### config.mk
export PLATFORM = sky130hd
export DESIGN_NAME = muldiv_unit
export DESIGN_NICKNAME = d
export VERILOG_FILES = /design/src/rtl/muldiv_pkg.sv /design/src/rtl/muldiv_step.sv /design/src/rtl/muldiv_unit.sv
export SDC_FILE = /design/constraint.sdc
export NUM_CORES = 1
export LEC_CHECK = 0
export CAP_MARGIN = 20
export CELL_PAD_IN_SITES_DETAIL_PLACEMENT = 1
export CELL_PAD_IN_SITES_GLOBAL_PLACEMENT = 1
export CORE_MARGIN = 5
export CORE_UTILIZATION = 35
export DETAILED_ROUTE_END_ITERATION = 8
export PLACE_DENSITY_LB_ADDON = 0.1
export SLEW_MARGIN = 15
export SYNTH_ARGS = -nofsm -noshare
export SYNTH_HDL_FRONTEND = slang
export SYNTH_HIERARCHICAL = 1
export SYNTH_SLANG_ARGS = --single-unit
export TNS_END_PERCENT = 50
### constraint.sdc
create_clock -name clk -period 5.5 [get_ports clk]
set_clock_uncertainty 0.15 [all_clocks]
set_input_delay 1.1 -clock clk [delete_from_list [all_inputs] [get_ports clk]]
set_output_delay 1.1 -clock clk [all_outputs]
set_load 0.1 [all_outputs]
### src/rtl/muldiv_pkg.sv
// muldiv_pkg
// Shared types and constants for the RV32M multiply/divide unit.
//   muldiv_op_e    : operation encoding, identical to the funct3 field
//   muldiv_state_e : sequencer states of muldiv_unit
//   MD_WIDTH       : operand/result width (only 32 is supported)
//   DIV0_QUOT      : quotient returned for a divide by zero
//   SIGNED_MIN     : most negative signed value, used for overflow detection
//   negate_if      : helper returning -v when neg is set, else v
package muldiv_pkg;

   localparam int MD_WIDTH = 32;

   typedef enum logic [2:0] {
      OP_MUL    = 3'b000,
      OP_MULH   = 3'b001,
      OP_MULHSU = 3'b010,
      OP_MULHU  = 3'b011,
      OP_DIV    = 3'b100,
      OP_DIVU   = 3'b101,
      OP_REM    = 3'b110,
      OP_REMU   = 3'b111
   } muldiv_op_e;

   typedef enum logic [1:0] {
      IDLE = 2'b00,
      CALC = 2'b01,
      FIX  = 2'b10,
      DONE = 2'b11
   } muldiv_state_e;

   localparam logic [MD_WIDTH-1:0] DIV0_QUOT  = {MD_WIDTH{1'b1}};
   localparam logic [MD_WIDTH-1:0] SIGNED_MIN = {1'b1, {(MD_WIDTH-1){1'b0}}};

   // Two's complement negation when requested; used both to take magnitudes
   // at capture and to re-apply signs at the end of an operation.
   function automatic logic [MD_WIDTH-1:0] negate_if(input logic [MD_WIDTH-1:0] v,
                                                     input logic neg);
      return neg ? -v : v;
   endfunction

endpackage

### src/rtl/muldiv_step.sv
// muldiv_step
// One radix-2 iteration of the shared multiply/divide datapath (purely
// combinational). The accumulator is {hi, lo}:
//   multiply : hi = partial product, lo = remaining multiplier bits
//   divide   : hi = partial remainder, lo = dividend bits shifting into the
//              remainder while quotient bits shift in from the bottom
// Ports:
//   acc      in   2*WIDTH  current accumulator
//   operand  in   WIDTH    multiplicand (multiply) or divisor (divide)
//   div_mode in   1        1 = compare-subtract, 0 = shift-add
//   acc_next out  2*WIDTH  next accumulator; for divide the LSB is left 0
//   q_bit    out  1        quotient bit of this step (0 in multiply mode),
//                          to be placed into the LSB of acc_next by the caller
module muldiv_step
   import muldiv_pkg::*;
#(
   parameter int WIDTH = MD_WIDTH
) (
   input  logic [2*WIDTH-1:0] acc,
   input  logic [WIDTH-1:0]   operand,
   input  logic               div_mode,
   output logic [2*WIDTH-1:0] acc_next,
   output logic               q_bit
);

   logic [WIDTH-1:0] hi;
   logic [WIDTH-1:0] lo;
   logic [WIDTH:0]   sum;
   logic [WIDTH:0]   shifted;
   logic [WIDTH-1:0] rem_sub;
   logic             ge;

   assign hi = acc[2*WIDTH-1:WIDTH];
   assign lo = acc[WIDTH-1:0];

   // Multiply adds the multiplicand when the current multiplier bit is set and
   // then shifts the whole 2*WIDTH+1 bit result right, so the carry of the add
   // lands in the top bit. Divide shifts the next dividend bit into the partial
   // remainder and subtracts the divisor if it fits. The remainder is always
   // below the divisor, so a successful subtraction fits back into WIDTH bits
   // and the truncated difference is exact.
   always_comb begin
      sum      = {1'b0, hi} + (lo[0] ? {1'b0, operand} : {(WIDTH+1){1'b0}});
      shifted  = {hi, lo[WIDTH-1]};
      ge       = (shifted >= {1'b0, operand});
      rem_sub  = shifted[WIDTH-1:0] - operand;
      q_bit    = 1'b0;
      acc_next = {sum, lo[WIDTH-1:1]};
      if (div_mode) begin
         q_bit    = ge;
         acc_next = {(ge ? rem_sub : shifted[WIDTH-1:0]), lo[WIDTH-2:0], 1'b0};
      end
   end

endmodule

### src/rtl/muldiv_unit.sv
// muldiv_unit
// Iterative RV32M multiply/divide unit sitting between the register file read
// ports and its write port. A start pulse while idle captures the operands,
// operation and destination; the result is returned with a one-cycle done /
// write-enable strobe. busy stays high for the whole operation so the core
// can stall on it.
// Ports:
//   clk       in   1      rising-edge clock
//   rst       in   1      asynchronous active-high reset
//   start     in   1      request, ignored while busy
//   funct3    in   3      operation (MUL..REMU)
//   rs1_data  in   WIDTH  operand A (multiplicand / dividend)
//   rs2_data  in   WIDTH  operand B (multiplier / divisor)
//   rd_addr   in   5      destination register index
//   busy      out  1      high whenever the unit is not idle
//   done      out  1      one-cycle result-valid pulse
//   wb_en     out  1      register write strobe, suppressed for x0
//   wb_addr   out  5      captured destination index
//   result    out  WIDTH  write-back data, held until the next done
// Build option:
//   MULDIV_FAST_MUL_EN  when defined, multiplies complete in a single-cycle
//                       combinational multiplier at capture (IDLE -> DONE);
//                       divides always use the iterative path.
module muldiv_unit
   import muldiv_pkg::*;
#(
   parameter int WIDTH = MD_WIDTH
) (
   input  logic             clk,
   input  logic             rst,
   input  logic             start,
   input  logic [2:0]       funct3,
   input  logic [WIDTH-1:0] rs1_data,
   input  logic [WIDTH-1:0] rs2_data,
   input  logic [4:0]       rd_addr,
   output logic             busy,
   output logic             done,
   output logic             wb_en,
   output logic [4:0]       wb_addr,
   output logic [WIDTH-1:0] result
);

   muldiv_state_e      state;
   muldiv_state_e      state_next;
   muldiv_op_e         op;
   logic [2*WIDTH-1:0] acc;
   logic [2*WIDTH-1:0] step_acc;
   logic               step_q;
   logic [WIDTH-1:0]   opb;
   logic [4:0]         cnt;
   logic               neg_main;
   logic               neg_rem;

   logic               is_div;
   logic               sign_a;
   logic               sign_b;
   logic [WIDTH-1:0]   mag_a;
   logic [WIDTH-1:0]   mag_b;
   logic               special;
   logic [WIDTH-1:0]   special_result;
   logic               fast_mul;
   logic [WIDTH-1:0]   fast_result;

   logic [2*WIDTH-1:0] product_fixed;
   logic [WIDTH-1:0]   quot_fixed;
   logic [WIDTH-1:0]   rem_fixed;
   logic [WIDTH-1:0]   fix_result;

   // Decode the incoming request: which operands are treated as signed, their
   // magnitudes, and whether the answer is known immediately (divide by zero
   // or the single signed-overflow case DIV/REM of SIGNED_MIN by -1).
   always_comb begin
      is_div = funct3[2];
      sign_a = 1'b0;
      sign_b = 1'b0;
      unique case (muldiv_op_e'(funct3))
         OP_MULH, OP_DIV, OP_REM: begin
            sign_a = rs1_data[WIDTH-1];
            sign_b = rs2_data[WIDTH-1];
         end
         OP_MULHSU: sign_a = rs1_data[WIDTH-1];
         default:   ;
      endcase
      mag_a          = negate_if(rs1_data, sign_a);
      mag_b          = negate_if(rs2_data, sign_b);
      special        = 1'b0;
      special_result = '0;
      if (is_div && (rs2_data == '0)) begin
         special        = 1'b1;
         special_result = funct3[1] ? rs1_data : DIV0_QUOT;
      end else if (is_div && !funct3[0] && (rs1_data == SIGNED_MIN) && (rs2_data == '1)) begin
         special        = 1'b1;
         special_result = funct3[1] ? '0 : SIGNED_MIN;
      end
   end

`ifdef MULDIV_FAST_MUL_EN
   logic signed [WIDTH:0]     fast_a;
   logic signed [WIDTH:0]     fast_b;
   logic        [2*WIDTH-1:0] fast_product;

   // Single-cycle multiplier. The extension bit equals the operand sign only
   // for operands treated as signed, so one signed multiplier covers all four
   // multiply flavours; the low 2*WIDTH bits of the product are exact.
   always_comb begin
      fast_a       = {sign_a, rs1_data};
      fast_b       = {sign_b, rs2_data};
      fast_product = (2*WIDTH)'(fast_a * fast_b);
      fast_mul     = !funct3[2];
      fast_result  = (funct3 == 3'b000) ? fast_product[WIDTH-1:0]
                                        : fast_product[2*WIDTH-1:WIDTH];
   end
`else
   assign fast_mul    = 1'b0;
   assign fast_result = '0;
`endif

   muldiv_step #(
      .WIDTH    (WIDTH)
   ) u_step (
      .acc      (acc),
      .operand  (opb),
      .div_mode (op[2]),
      .acc_next (step_acc),
      .q_bit    (step_q)
   );

   // Sign correction applied after the last iteration. For multiplies the
   // full product is negated (MUL never records signs, so its low half is the
   // plain unsigned product). For divides the quotient takes sign(A) XOR
   // sign(B) and the remainder takes sign(A).
   always_comb begin
      product_fixed = neg_main ? -acc : acc;
      quot_fixed    = negate_if(acc[WIDTH-1:0], neg_main);
      rem_fixed     = negate_if(acc[2*WIDTH-1:WIDTH], neg_rem);
      unique case (op)
         OP_MUL:          fix_result = product_fixed[WIDTH-1:0];
         OP_DIV, OP_DIVU: fix_result = quot_fixed;
         OP_REM, OP_REMU: fix_result = rem_fixed;
         default:         fix_result = product_fixed[2*WIDTH-1:WIDTH];
      endcase
   end

   // State register; reset aborts any operation in flight.
   always_ff @(posedge clk or posedge rst) begin
      if (rst) begin
         state <= IDLE;
      end else begin
         state <= state_next;
      end
   end

   // Sequencer: special cases and fast multiplies jump straight to DONE,
   // everything else runs WIDTH iterations in CALC followed by one FIX cycle.
   always_comb begin
      state_next = state;
      unique case (state)
         IDLE: begin
            if (start) begin
               state_next = (special || fast_mul) ? DONE : CALC;
            end
         end
         CALC: begin
            if (cnt == 5'(WIDTH-1)) begin
               state_next = FIX;
            end
         end
         FIX:     state_next = DONE;
         DONE:    state_next = IDLE;
         default: state_next = IDLE;
      endcase
   end

   // Datapath registers. Capture loads the magnitudes so the iterations work
   // unsigned: multiply keeps the multiplier in the low half and the
   // multiplicand in opb, divide keeps the dividend in the low half and the
   // divisor in opb. result only changes when a new answer becomes valid.
   always_ff @(posedge clk or posedge rst) begin
      if (rst) begin
         op       <= OP_MUL;
         acc      <= '0;
         opb      <= '0;
         cnt      <= '0;
         neg_main <= 1'b0;
         neg_rem  <= 1'b0;
         wb_addr  <= '0;
         result   <= '0;
      end else begin
         unique case (state)
            IDLE: begin
               if (start) begin
                  op       <= muldiv_op_e'(funct3);
                  wb_addr  <= rd_addr;
                  cnt      <= '0;
                  neg_main <= sign_a ^ sign_b;
                  neg_rem  <= sign_a;
                  if (is_div) begin
                     acc <= {{WIDTH{1'b0}}, mag_a};
                     opb <= mag_b;
                  end else begin
                     acc <= {{WIDTH{1'b0}}, mag_b};
                     opb <= mag_a;
                  end
                  if (special) begin
                     result <= special_result;
                  end else if (fast_mul) begin
                     result <= fast_result;
                  end
               end
            end
            CALC: begin
               acc <= step_acc | {{(2*WIDTH-1){1'b0}}, step_q};
               cnt <= cnt + 5'd1;
            end
            FIX:     result <= fix_result;
            default: ;
         endcase
      end
   end

   assign busy  = (state != IDLE);
   assign done  = (state == DONE);
   assign wb_en = done && (wb_addr != 5'd0);

endmodule

==> summary.txt <==
Layout
  – Number of fillers in the final layout: between 5000 and 6000
  – Footprint of the multi-input gates: approximately 0.011 mm2
  – Utilization after layout: 40.7%
  – Sequential Area: approximately 0.0036 mm2
  – Ant. Diodes: 0
  – Share of cells above drive strength 1: between 8 and 9%
  – NumNets Final: between 2000 and 2500
  – Final standard cell area without fillers: between 0.015 and 0.02 mm2
  – Layout area overhead: 14.5%

Placement
  – Pre-CTS setup slack: about 0.86 ns
  – PortBufs: between 100 and 150
  – Post-DP Area: roughly 0.017 mm2
  – Dpl hpwl: 56800 um
  – Routability Congestion: a little over 0.9

Floorplan
  – DIE HEIGHT: between 200 and 250 um
  – Row count: 77
  – Core footprint: around 0.044 mm2
  – DIE AREA: 0.0495 mm2
  – Die Wd: about 220 um
  – I/O Pins: approximately 120
  – Initial Util: between 30% and 40%

STA
  – Final WS setup: around 1.2 ns
  – Worst-Margin Slew: ~0.99 ns
  – Max Clock Freq: between 0.2 and 0.25 GHz
  – Final Hold Fails: 0
  – Worst slew margin: roughly a third
  – RSZ-0062 raised after global routing: false
  – Slew Limit Fails: 0
  – Final period utilization: 77.9%
  – Final setup fails: 0
  – Total negative setup slack: 0 ns
  – Crit path time final: 4.28 ns

Critical path
  – Reg2reg setup slack: around 1.2 ns
  – CP max stage cell: dfrtp_1
  – Worst path arrival time: 4.51 ns
  – Crit start category: register
  – Crit-path max FO: 20
  – R2R cell count: 13
  – Largest stage delay, worst path: about 0.90 ns
  – Reg-to-reg startpoint: acc[0]$_DFFE_PP0P_
  – CP endpoint kind: register
  – Critical path class: register to register
  – Crit path required time: roughly 5.7 ns
  – Worst Setup SP: acc[0]$_DFFE_PP0P_
  – R2R Path End: acc[61]$_DFFE_PP0P_
  – Crit path cell chain: buf_4 -> and2_1 -> ha_1 -> a21oi_1 -> o21ai_0 -> a21oi_1 -> o21ai_0 -> a311o_1 -> a31o_2 -> a311o_1 -> xor2_1 -> o22a_1 -> a22o_1

Worst hold path
  – End point of the worst hold path: result[28]$_DFFE_PP0P_
  – Min-Delay Path Depth: 2
  – Hold wc startpoint: result[28]$_DFFE_PP0P_
  – Hold crit path type: register to register

Clock network
  – H-tree Lvls: 4
  – Number of hold buffers added after cts: 0
  – Setup bufs post-CTS: 0
  – CTS-repair resized insts: 0
  – Clock Path Buffers: 2
  – Clock slew at reported path FFs: approximately 0.07 ns
  – Clk Latency, worst-skew pair: approximately 0.49 ns
  – CTS sink cnt: roughly 150
  – CTS tree: built
  – Clock Tree Root: clkbuf_16
  – CTS buffer count: 17

Job
  – Maxcap violations: 0

Power and ir drop
  – Worst vdd ir: 0.000495 V
  – Leakage Power: between 7 and 8 nW
  – Pwr/cell area: just under 700 mW/mm2

Yosys
  – Seq/Total Area, Yosys: a little under a quarter
  – Ys flop type: dfrtp_1
  – Yosys reg bits: around 150
  – Ys async rst share: between 90% and 100%
  – Mean Syn Cell Area: 7.81 um2
  – YS warnings: 6
  – Synth Instances: roughly 2000
  – Synth cell types: 95
  – Net Count, Synth: around 2200
  – Post-synth EDFFs: 0
  – Mapped cell area: 0.0158 mm2

GRT
  – Initial antenna violation count: 0
  – Overall global routing resource usage: 28.5%
  – Largest net degree at the start of global routing: between 80 and 90
  – Vias in the first global route: ~17000
  – Global-route wire length before repair: roughly 110000 um
  – Grt ovf: 0

Detailed routing
  – Pre-Repair DR Iteration Count: 5
  – Post-DR wirelength/cell: around 27 um
  – DR iter-0 viols: ~1600
  – Vias/cell: between 6 and 7
  – Drt drc: 0
  – Via count: 16553
  – Routed Antenna Nets: 0
  – Drt total wl: between 70000 and 80000 um

Run status
  – Outcome: completed
[final cells by class]
cell class / count / share of cell area, %
multi-input cells: 1675 / 62.9
flip-flops and latches: 145 / 20.1
repair buffers: 153 / 7.90
well taps: 592 / 4.10
clock buffers: 17 / 2.35
inverters: 76 / 1.61
clock inverters: 15 / 1.04
[cells by family after synthesis]
family | synth area share [%]
flops | 23.0
xor+xnor | 9.04
simple gates | 21.0
mux | 7.06
compound gates | 28.5
fa+ha+maj | 6.19
buf+inv | 5.21
[Yosys cell counts, types with 49 or more instances]
master	instances	share of area [%]
a21oi_1	168	5.3
clkbuf_1	106	2.5
dfrtp_1	145	23
ha_1	75	5.9
inv_1	75	1.8
mux2_2	52	3.7
mux2i_1	53	3.4
nand2_1	161	3.8
nor2_1	175	4.2
o21ai_0	140	4.4
o31ai_1	49	2.3
xnor2_1	90	5.0
xor2_1	73	4.0
[worst max-delay path by stage]
| stage | end | cells after the start |
|---|---|---|
| 2_1_floorplan | acc[0]$_DFFE_PP0P_ | 1 |
| 3_3_place_gp | result[11]$_DFFE_PP0P_ | 9 |
| 3_5_place_dp | result[2]$_DFFE_PP0P_ | 9 |
| 4_1_cts | busy | 5 |
| 5_1_grt | acc[60]$_DFFE_PP0P_ | 13 |
| 6_report | acc[61]$_DFFE_PP0P_ | 13 |
[where the power goes]
part | switching (W) | internal [W]
Combinational | 0.00562 | 0.00310
Clock | 0.000607 | 0.000655
Sequential | 0.000923 | 0.00153
[routing by layer]
layer	share of wire [%]	track usage, %
met4	3.8	11.0
met1	47	40.7
met2	43	43.1
met3	6.2	4.65
met5	0	0
[flip-flops by register name, indices dropped and copies added (netlist names)]
signal,cells
opb,32
acc,64
wb_addr,5
neg_main,1
cnt,5
neg_rem,1
op,3
result,32
state,2
[worst max-delay path: cells and delay by family, from the launching register on]
kind / cells / cell delay (ns)
AOI/OAI and AO/OA: 9 / 2.16
xor gates and xnor gates: 1 / 0.16
adders and majority gates: 1 / 0.27
buffers and inverters: 1 / 0.37
DFF: 1 / 0.90
and+or+nand+nor: 1 / 0.16
[through the flow]
stage	hold WS [ns]	total power (W)	std cells
floorplan	0.303	0.00836	2023
global placement	0.316	0.0109	2641
detailed placement	0.320	0.0110	2641
CTS	0.335	0.0123	2673
global route	0.351	0.0132	2673
finish	0.334	0.0124	2673
[cells in the final DEF (no fill, tap or decap), drive strengths merged, types with 42 or more instances in the layout]
master,count
nor2,175
a21oi,169
nand2,161
o21ai,148
dfrtp,145
clkdlybuf4s50,113
xnor2,90
inv,85
ha,75
xor2,73
mux2i,53
mux2,52
o31ai,50
nand3,42
Note: power is estimated with default switching activity, not from simulation.
